[src/rtl/clk_lock_monitor.sv]
// Frequency lock monitor: counts FX_IN rising edges over back-to-back CLKIN gate
// windows and raises LOCKED after LOCK_WINDOWS consecutive in-range windows.
module clk_lock_monitor #(
    parameter int GATE_CYCLES  = 1024,
    parameter int CNT_W        = 16,
    parameter int EXP_MIN      = 500,
    parameter int EXP_MAX      = 524,
    parameter int LOCK_WINDOWS = 4
) (
    input  logic             CLKIN,
    input  logic             RST_N,
    input  logic             EN,
    input  logic             FX_IN,
    output logic [CNT_W-1:0] COUNT,
    output logic             COUNT_VALID,
    output logic             LOCKED,
    output logic [2:0]       STATUS
);

    // state   | meaning
    // IDLE    | counters cleared, LOCKED low, waiting for EN
    // MEASURE | gate windows running back to back, one COUNT_VALID per window

    localparam int GATE_W = $clog2(GATE_CYCLES);
    localparam int RUN_W  = $clog2(LOCK_WINDOWS + 1);

    localparam logic [GATE_W-1:0] GATE_LAST = GATE_W'(GATE_CYCLES - 1);
    localparam logic [CNT_W-1:0]  CNT_MAX   = '1;
    localparam logic [CNT_W-1:0]  MIN_C     = CNT_W'(EXP_MIN);
    localparam logic [CNT_W-1:0]  MAX_C     = CNT_W'(EXP_MAX);
    localparam logic [RUN_W-1:0]  RUN_FULL  = RUN_W'(LOCK_WINDOWS);

    typedef enum logic {
        ST_IDLE    = 1'b0,
        ST_MEASURE = 1'b1
    } state_e;

    state_e            state_q, state_d;
    logic              fx_s1_q, fx_s2_q, fx_s3_q;
    logic [GATE_W-1:0] gate_q, gate_d;
    logic [CNT_W-1:0]  edge_cnt_q, edge_cnt_d;
    logic [RUN_W-1:0]  run_q, run_d;
    logic [CNT_W-1:0]  count_q, count_d;
    logic              valid_q, valid_d;
    logic              locked_q, locked_d;
    logic [2:0]        status_q, status_d;

    logic              edge_w;
    logic [CNT_W-1:0]  edge_sum;
    logic              win_sat, win_low, win_high, win_good;
    logic [RUN_W-1:0]  run_inc;

    assign edge_w = fx_s2_q & ~fx_s3_q;

    always_comb begin
        edge_sum = (edge_cnt_q == CNT_MAX) ? CNT_MAX : edge_cnt_q + CNT_W'(edge_w);
        win_sat  = (edge_sum == CNT_MAX);
        win_low  = (edge_sum < MIN_C);
        win_high = (edge_sum > MAX_C);
        win_good = ~win_sat & ~win_low & ~win_high;
        run_inc  = (run_q == RUN_FULL) ? RUN_FULL : run_q + RUN_W'(1);
    end

    always_comb begin
        state_d    = state_q;
        gate_d     = gate_q;
        edge_cnt_d = edge_cnt_q;
        run_d      = run_q;
        count_d    = count_q;
        valid_d    = 1'b0;
        locked_d   = locked_q;
        status_d   = status_q;

        case (state_q)
            ST_IDLE: begin
                gate_d     = '0;
                edge_cnt_d = '0;
                run_d      = '0;
                locked_d   = 1'b0;
                if (EN) begin
                    state_d = ST_MEASURE;
                end
            end

            ST_MEASURE: begin
                if (!EN) begin
                    // Partial window is dropped; COUNT and STATUS keep the last result.
                    state_d    = ST_IDLE;
                    gate_d     = '0;
                    edge_cnt_d = '0;
                    run_d      = '0;
                    locked_d   = 1'b0;
                end else if (gate_q == GATE_LAST) begin
                    // An edge on the closing cycle belongs to the closing window only.
                    gate_d     = '0;
                    edge_cnt_d = '0;
                    count_d    = edge_sum;
                    valid_d    = 1'b1;
                    status_d   = {win_high, win_low, win_sat};
                    if (win_good) begin
                        run_d    = run_inc;
                        locked_d = (run_inc == RUN_FULL);
                    end else begin
                        run_d    = '0;
                        locked_d = 1'b0;
                    end
                end else begin
                    gate_d     = gate_q + GATE_W'(1);
                    edge_cnt_d = edge_sum;
                end
            end

            default: begin
                state_d = ST_IDLE;
            end
        endcase
    end

    always_ff @(posedge CLKIN) begin
        if (!RST_N) begin
            state_q    <= ST_IDLE;
            fx_s1_q    <= 1'b0;
            fx_s2_q    <= 1'b0;
            fx_s3_q    <= 1'b0;
            gate_q     <= '0;
            edge_cnt_q <= '0;
            run_q      <= '0;
            count_q    <= '0;
            valid_q    <= 1'b0;
            locked_q   <= 1'b0;
            status_q   <= 3'b000;
        end else begin
            state_q    <= state_d;
            fx_s1_q    <= FX_IN;
            fx_s2_q    <= fx_s1_q;
            fx_s3_q    <= fx_s2_q;
            gate_q     <= gate_d;
            edge_cnt_q <= edge_cnt_d;
            run_q      <= run_d;
            count_q    <= count_d;
            valid_q    <= valid_d;
            locked_q   <= locked_d;
            status_q   <= status_d;
        end
    end

    assign COUNT       = count_q;
    assign COUNT_VALID = valid_q;
    assign LOCKED      = locked_q;
    assign STATUS      = status_q;

endmodule
[config.mk]
export PLATFORM = sky130hd
export DESIGN_NAME = clk_lock_monitor
export DESIGN_NICKNAME = d
export VERILOG_FILES = /design/src/rtl/clk_lock_monitor.sv
export SDC_FILE = /design/constraint.sdc
export NUM_CORES = 1
export LEC_CHECK = 0
export CAP_MARGIN = 20
export CORE_MARGIN = 3
export CORE_UTILIZATION = 35
export CTS_CLUSTER_SIZE = 20
export DETAILED_ROUTE_END_ITERATION = 8
export PLACE_DENSITY = 0.61
export SLEW_MARGIN = 20
export SYNTH_ARGS = -nofsm -noshare
export SYNTH_HDL_FRONTEND = slang
export SYNTH_SLANG_ARGS = --single-unit
[constraint.sdc]
create_clock -name CLKIN -period 2.95 [get_ports CLKIN]
set_input_delay 0.59 -clock CLKIN [delete_from_list [all_inputs] [get_ports CLKIN]]
set_output_delay 0.59 -clock CLKIN [all_outputs]
set_load 0.03 [all_outputs]
# == Word level (Yosys, flattened, before mapping) ==
# Index checks and enable logic that the tools add are counted.
# op_classes
bitwise,8
eq_ne,6
n_lt_le_gt_ge,2
n_mux,18
n_addsub,3
reduce_logical,2
# ops
op,count
two-way mux 16 bit,3
"equality test 16 bit, second input constant",2
one-hot mux 16 bit (2 select lines),1
two-way mux 10 bit,2
one-hot mux 10 bit (2 select lines),1
adder 16 x 1 -> 16 bit,1
"greater-than comparator 16 x 10 -> 1 bit, second input constant",1
"less-than comparator 16 x 9 -> 1 bit, second input constant",1
two-way mux 3 bit,4
"adder 10 x 1 -> 10 bit, second input constant",1
"equality test 10 bit, second input constant",1
"equality test 3 bit, second input constant",2
one-hot mux 3 bit (2 select lines),1
AND reduction 3 bit,2
two-way mux 1 bit,5
NOT 1 bit,5
"adder 3 x 1 -> 3 bit, second input constant",1
bitwise AND 1 bit,3
"inequality test 3 x 2 -> 1 bit, second input constant",1
one-hot mux 1 bit (2 select lines),1
# totals
out_inout_bits,21
register_bits,54

# == Logic depth before layout (Yosys ltp) ==
# logic_depth
depth_word,12
mapped_depth,10

# == Worst setup path after synthesis ==
# Ideal clock, no wire load.
# synth_timing
path_kind,reg2reg
start,register fx_s2_q
end,register status_q[0] (netlist: STATUS[0])
path_slack_ps,495
stages_incl_launch_ff,10
required_ps,2866
arrival_time_ps,2371
setup_time_ps,84
period_less_slack_ps,2455
path_cell_list,dfxtp_1 nor2b_1 ha_1 ha_1 buf_2 nand3_2 nor4_1 mux2i_1 or4_1 o31ai_2
# synth_via
elab_chain_len,4
# synth_lines
item,line_no,rtl
start: declaration,39,"logic fx_s1_q, fx_s2_q, fx_s3_q;"
start signal: assignment,135,fx_s2_q <= fx_s1_q;
bitwise AND 1 bit,53,assign edge_w = fx_s2_q & ~fx_s3_q;
adder 16 x 1 -> 16 bit,56,edge_sum = (edge_cnt_q == CNT_MAX) ? CNT_MAX : edge_cnt_q + CNT_W'(edge_w);
two-way mux 16 bit,56,
equality test 16 bit,57,win_sat = (edge_sum == CNT_MAX);
end signal: assignment,143,status_q <= status_d;
end: declaration,46,"logic [2:0] status_q, status_d;"
# Every way passes these cells.
# A chain may end at the register's enable or synchronous reset.

# == Worst setup path after layout ==
# layout_timing
start,register fx_s2_q
end,register locked_q (netlist: LOCKED)
# layout_via
elab_chain_len,11
elab_cells_between_ends,15
# layout_lines
item,line_no,rtl
bitwise AND 1 bit *,53,
adder 16 x 1 -> 16 bit *,56,
two-way mux 16 bit *,56,
less-than comparator 16 x 9 -> 1 bit / equality test 16 bit (equally long branches),"58, 57",
NOT 1 bit,60,win_good = ~win_sat & ~win_low & ~win_high;
bitwise AND 1 bit,60,
bitwise AND 1 bit *,60,
two-way mux 1 bit *,100,if (win_good) begin
two-way mux 1 bit *,93,end else if (gate_q == GATE_LAST) begin
two-way mux 1 bit *,86,if (!EN) begin
one-hot mux 1 bit (2 select lines) *,74,case (state_q)
end signal: assignment,142,locked_q <= locked_d;
end: declaration,45,"logic locked_q, locked_d;"
# Every way passes the cells marked *; elsewhere a longest branch is shown, timed or not. The select of a mux whose other input is x is not followed.

==> flow_metrics.env <==
export IMPL_skew_ns=0.0123
export IMPL_grt_usage_pct=14.2
export IMPL_hpwl_um=4200
export IMPL_r2r_cells=9
export IMPL_gp_congestion=0.884
export IMPL_relSlewSlack_pct=57.8
export IMPL_cts_tree="yes"
export IMPL_postRouteWirelength_um=5810
export IMPL_die_x_um=91.9
export IMPL_power_density_nw_per_um2=404
export IMPL_cp_max_fo=10
export IMPL_p_sw_uw=266
export IMPL_timing_rr_end="LOCKED"
export IMPL_hold_viol_final=0
export IMPL_p_sw_share_pct=21.8
export IMPL_cts_root_buf="clkbuf_8"
export IMPL_ios=25
export IMPL_syn_inst=302
export IMPL_dp_cells=408
export IMPL_die_area_sq_um=8450
export IMPL_drt_iter0_markers=106
export IMPL_drive_gt1_share_pct=8.72
export IMPL_p_int_uw=953
export IMPL_cts_max_level=2
export IMPL_maxCapViolations=0
export IMPL_synth_top_flop_cell="dfxtp_1"
export IMPL_clock_path_buffers=2
export IMPL_p_total_mw=1.22
export IMPL_via_per_inst=5.17
export IMPL_p_comb_share_pct=1.5
export IMPL_grt_pass1_wl_um=9830
export IMPL_syn_num_nets=311
export IMPL_grt_antenna_before_repair=0
export IMPL_fin_crit_ns=2.70
export IMPL_grt_max_degree=31
export IMPL_clk_latency_ns=0.32
export IMPL_cp_required_ns=3.20
export IMPL_path_clk_slew_ns=0.10
export IMPL_syn_area_per_cell_sq_um=8.56
export IMPL_initial_core_util_pct=37.0
export IMPL_status="finished, final reports clean"
export IMPL_crit_path_end_kind="register"
export IMPL_path_class="register to register"
export IMPL_drtPass1Iterations=4
export IMPL_setup_ws_ns=0.245
export IMPL_vias=2155
export IMPL_critical_path_arrival_ns=2.96
export IMPL_yosysSeqAreaShare_pct=41.8
export IMPL_max_freq_mhz=370
export IMPL_tightest_slew_ns=0.627
export IMPL_nets=329
export IMPL_drc=0
export IMPL_p_seq_share_pct=60.1
export IMPL_most_common_layout_cells="63 x nor2_1, 54 x dfxtp_1, 24 x clkdlybuf4s50_1"
export IMPL_synthArstFlopShare_pct=0
export IMPL_yosysWarningCount=0
export IMPL_numCtsBuffers=5
export IMPL_ant_nets=0
export IMPL_setup_violations=0
export IMPL_hold_worst_slack_ns=0.454
export IMPL_min_period_over_period_pct=91.7
export IMPL_p_leak_nw=0.987
export IMPL_startpoint="fx_s2_q"
export IMPL_die_h_um=91.9
export IMPL_fin_cells=417
export IMPL_start_kind="register"
export IMPL_synth_edf_count=0
export IMPL_wl_per_cell_um=13.9
export IMPL_slew_viol_final=0
export IMPL_synth_cell_types=56
export IMPL_port_buffers=24
export IMPL_overflow=0
export IMPL_ir_worst_vdd_mv=0.250
export IMPL_ctsHoldBuffers=0
export IMPL_r2r_slack_ns=0.25
export IMPL_hold_class="register to register"
export IMPL_clock_sinks=54
export IMPL_rows=30
export IMPL_grt_pass1_vias=2021
export IMPL_pre_cts_slack_ns=0.181
export IMPL_pwr_share_clk_pct=38.4
export IMPL_layout_commonest_cell="nor2_1"
export IMPL_worstSetupEndpoint="LOCKED"
export IMPL_core_area_sq_um=6980
export IMPL_ys_ff_latch=54
export IMPL_syn_cell_area_sq_um=2580
export IMPL_nFillCells=717
export IMPL_diodes=0
export IMPL_worstHoldPathCells=1
export IMPL_area_delta_synth_final_pct=16.6
export IMPL_r2r_start="fx_s2_q"
## cells by family (layout without fill, tap and decap cells)
kind of cell    count (synthesis)  count (layout)  synth area share (%)
simple gates                  147             147                  30.6
compound gates                 54              54                  15.2
flops                          54              54                  41.8
buf+inv                        25              44                  4.02
xor+xnor                       13              13                  4.40
fa+ha+maj                       5               5                  2.42
mux                             4               4                  1.55
## worst min-delay path by stage
| stage | from | end | slack (ns) |
|---|---|---|---|
| after floorplan | fx_s1_q | fx_s2_q | 0.41 |
| after global placement | fx_s1_q | fx_s2_q | 0.43 |
| after detailed placement | fx_s2_q | fx_s3_q | 0.44 |
| after CTS | fx_s2_q | fx_s3_q | 0.46 |
| after global routing | fx_s2_q | fx_s3_q | 0.49 |
| final | fx_s2_q | fx_s3_q | 0.45 |
## layout make-up
type / instances / area (sq um) / area share, %
multi-input cells: 223 / 1410 / 46.8
flip-flops and latches: 54 / 1080 / 35.9
repair buffers: 27 / 263 / 8.72
well taps: 96 / 120 / 3.99
clock buffers: 7 / 96.3 / 3.20
inverters: 9 / 33.8 / 1.12
clock inverters: 1 / 8.76 / 0.291
## registers in the layout, summed over array words and instances, names as in the netlist, 3 cells and up
| register | count |
|---|---|
| COUNT | 16 |
| gate_q | 10 |
| STATUS | 3 |
| edge_cnt_q | 16 |
| run_q | 3 |
## synthesized netlist by cell type (2+ instances only)
library cell	n	area share (%)
nand4_1	8	1.9
nor4_1	5	1.2
buf_2	8	1.5
or3_1	2	0.48
nand2_1	17	2.5
nand3_1	10	1.9
nor3_1	6	1.2
a211oi_1	14	4.1
ha_1	5	2.4
a41oi_1	2	0.68
nand3_2	2	0.77
and4_1	2	0.68
o22ai_1	3	0.73
nand4_2	2	0.97
o221ai_1	2	0.68
xor2_1	7	2.4
mux2i_1	4	1.5
nand2b_1	4	0.97
xnor2_1	6	2.0
o21ai_0	6	1.2
clkbuf_1	8	1.2
and2_1	7	1.7
a21oi_1	14	2.7
inv_1	8	1.2
and3_1	2	0.48
nor2_1	63	9.1
nor2b_1	3	0.73
dfxtp_1	54	42
## repair_timing
item | CTS | global route
setup buffers | 0 | 1
hold endpoints to repair | 0 | 0
setup endpoints to repair | 0 | 7
resized for setup | 0 | 2
## stage by stage
step	instance area [sq um]	utilization [%]	TNS, ns
2_1_floorplan	2580	-	0
3_3_place_gp	2890	41.4	0
3_5_place_dp	2890	41.4	0
4_1_cts	3000	42.9	0
5_1_grt	3010	43.2	-0.00548
6_report	3010	43.2	0
## metal layers
metal	global-route usage, %	up-vias	part of all wire [%]
li1	-	1111	-
met4	4.33	0	1.3
met5	0	-	0
met2	22.1	47	46
met1	19.9	990	50
met3	2.46	7	3.4
## critical path: stages, from the launching register on
cell and delay [ns]:
dfxtp_1 0.32, nor2b_1 0.13, ha_1 0.28, ha_2 0.34, nand3_2 0.21, nor4_1 0.40, mux2i_1 0.36, and4_4 0.31
nand4_2 0.11, o21ai_1 0.18
## power by group through the flow
stage | registers, mW | clock network [mW] | logic (mW)
final | 0.733 | 0.468 | 0.0181
after global routing | 0.734 | 0.506 | 0.0207
after CTS | 0.733 | 0.477 | 0.0186
after detailed placement | 0.750 | 0 | 0.0185
after global placement | 0.750 | 0 | 0.0186
after floorplan | 0.749 | 0 | 0.0107
Power figures use the tool's default switching activity.
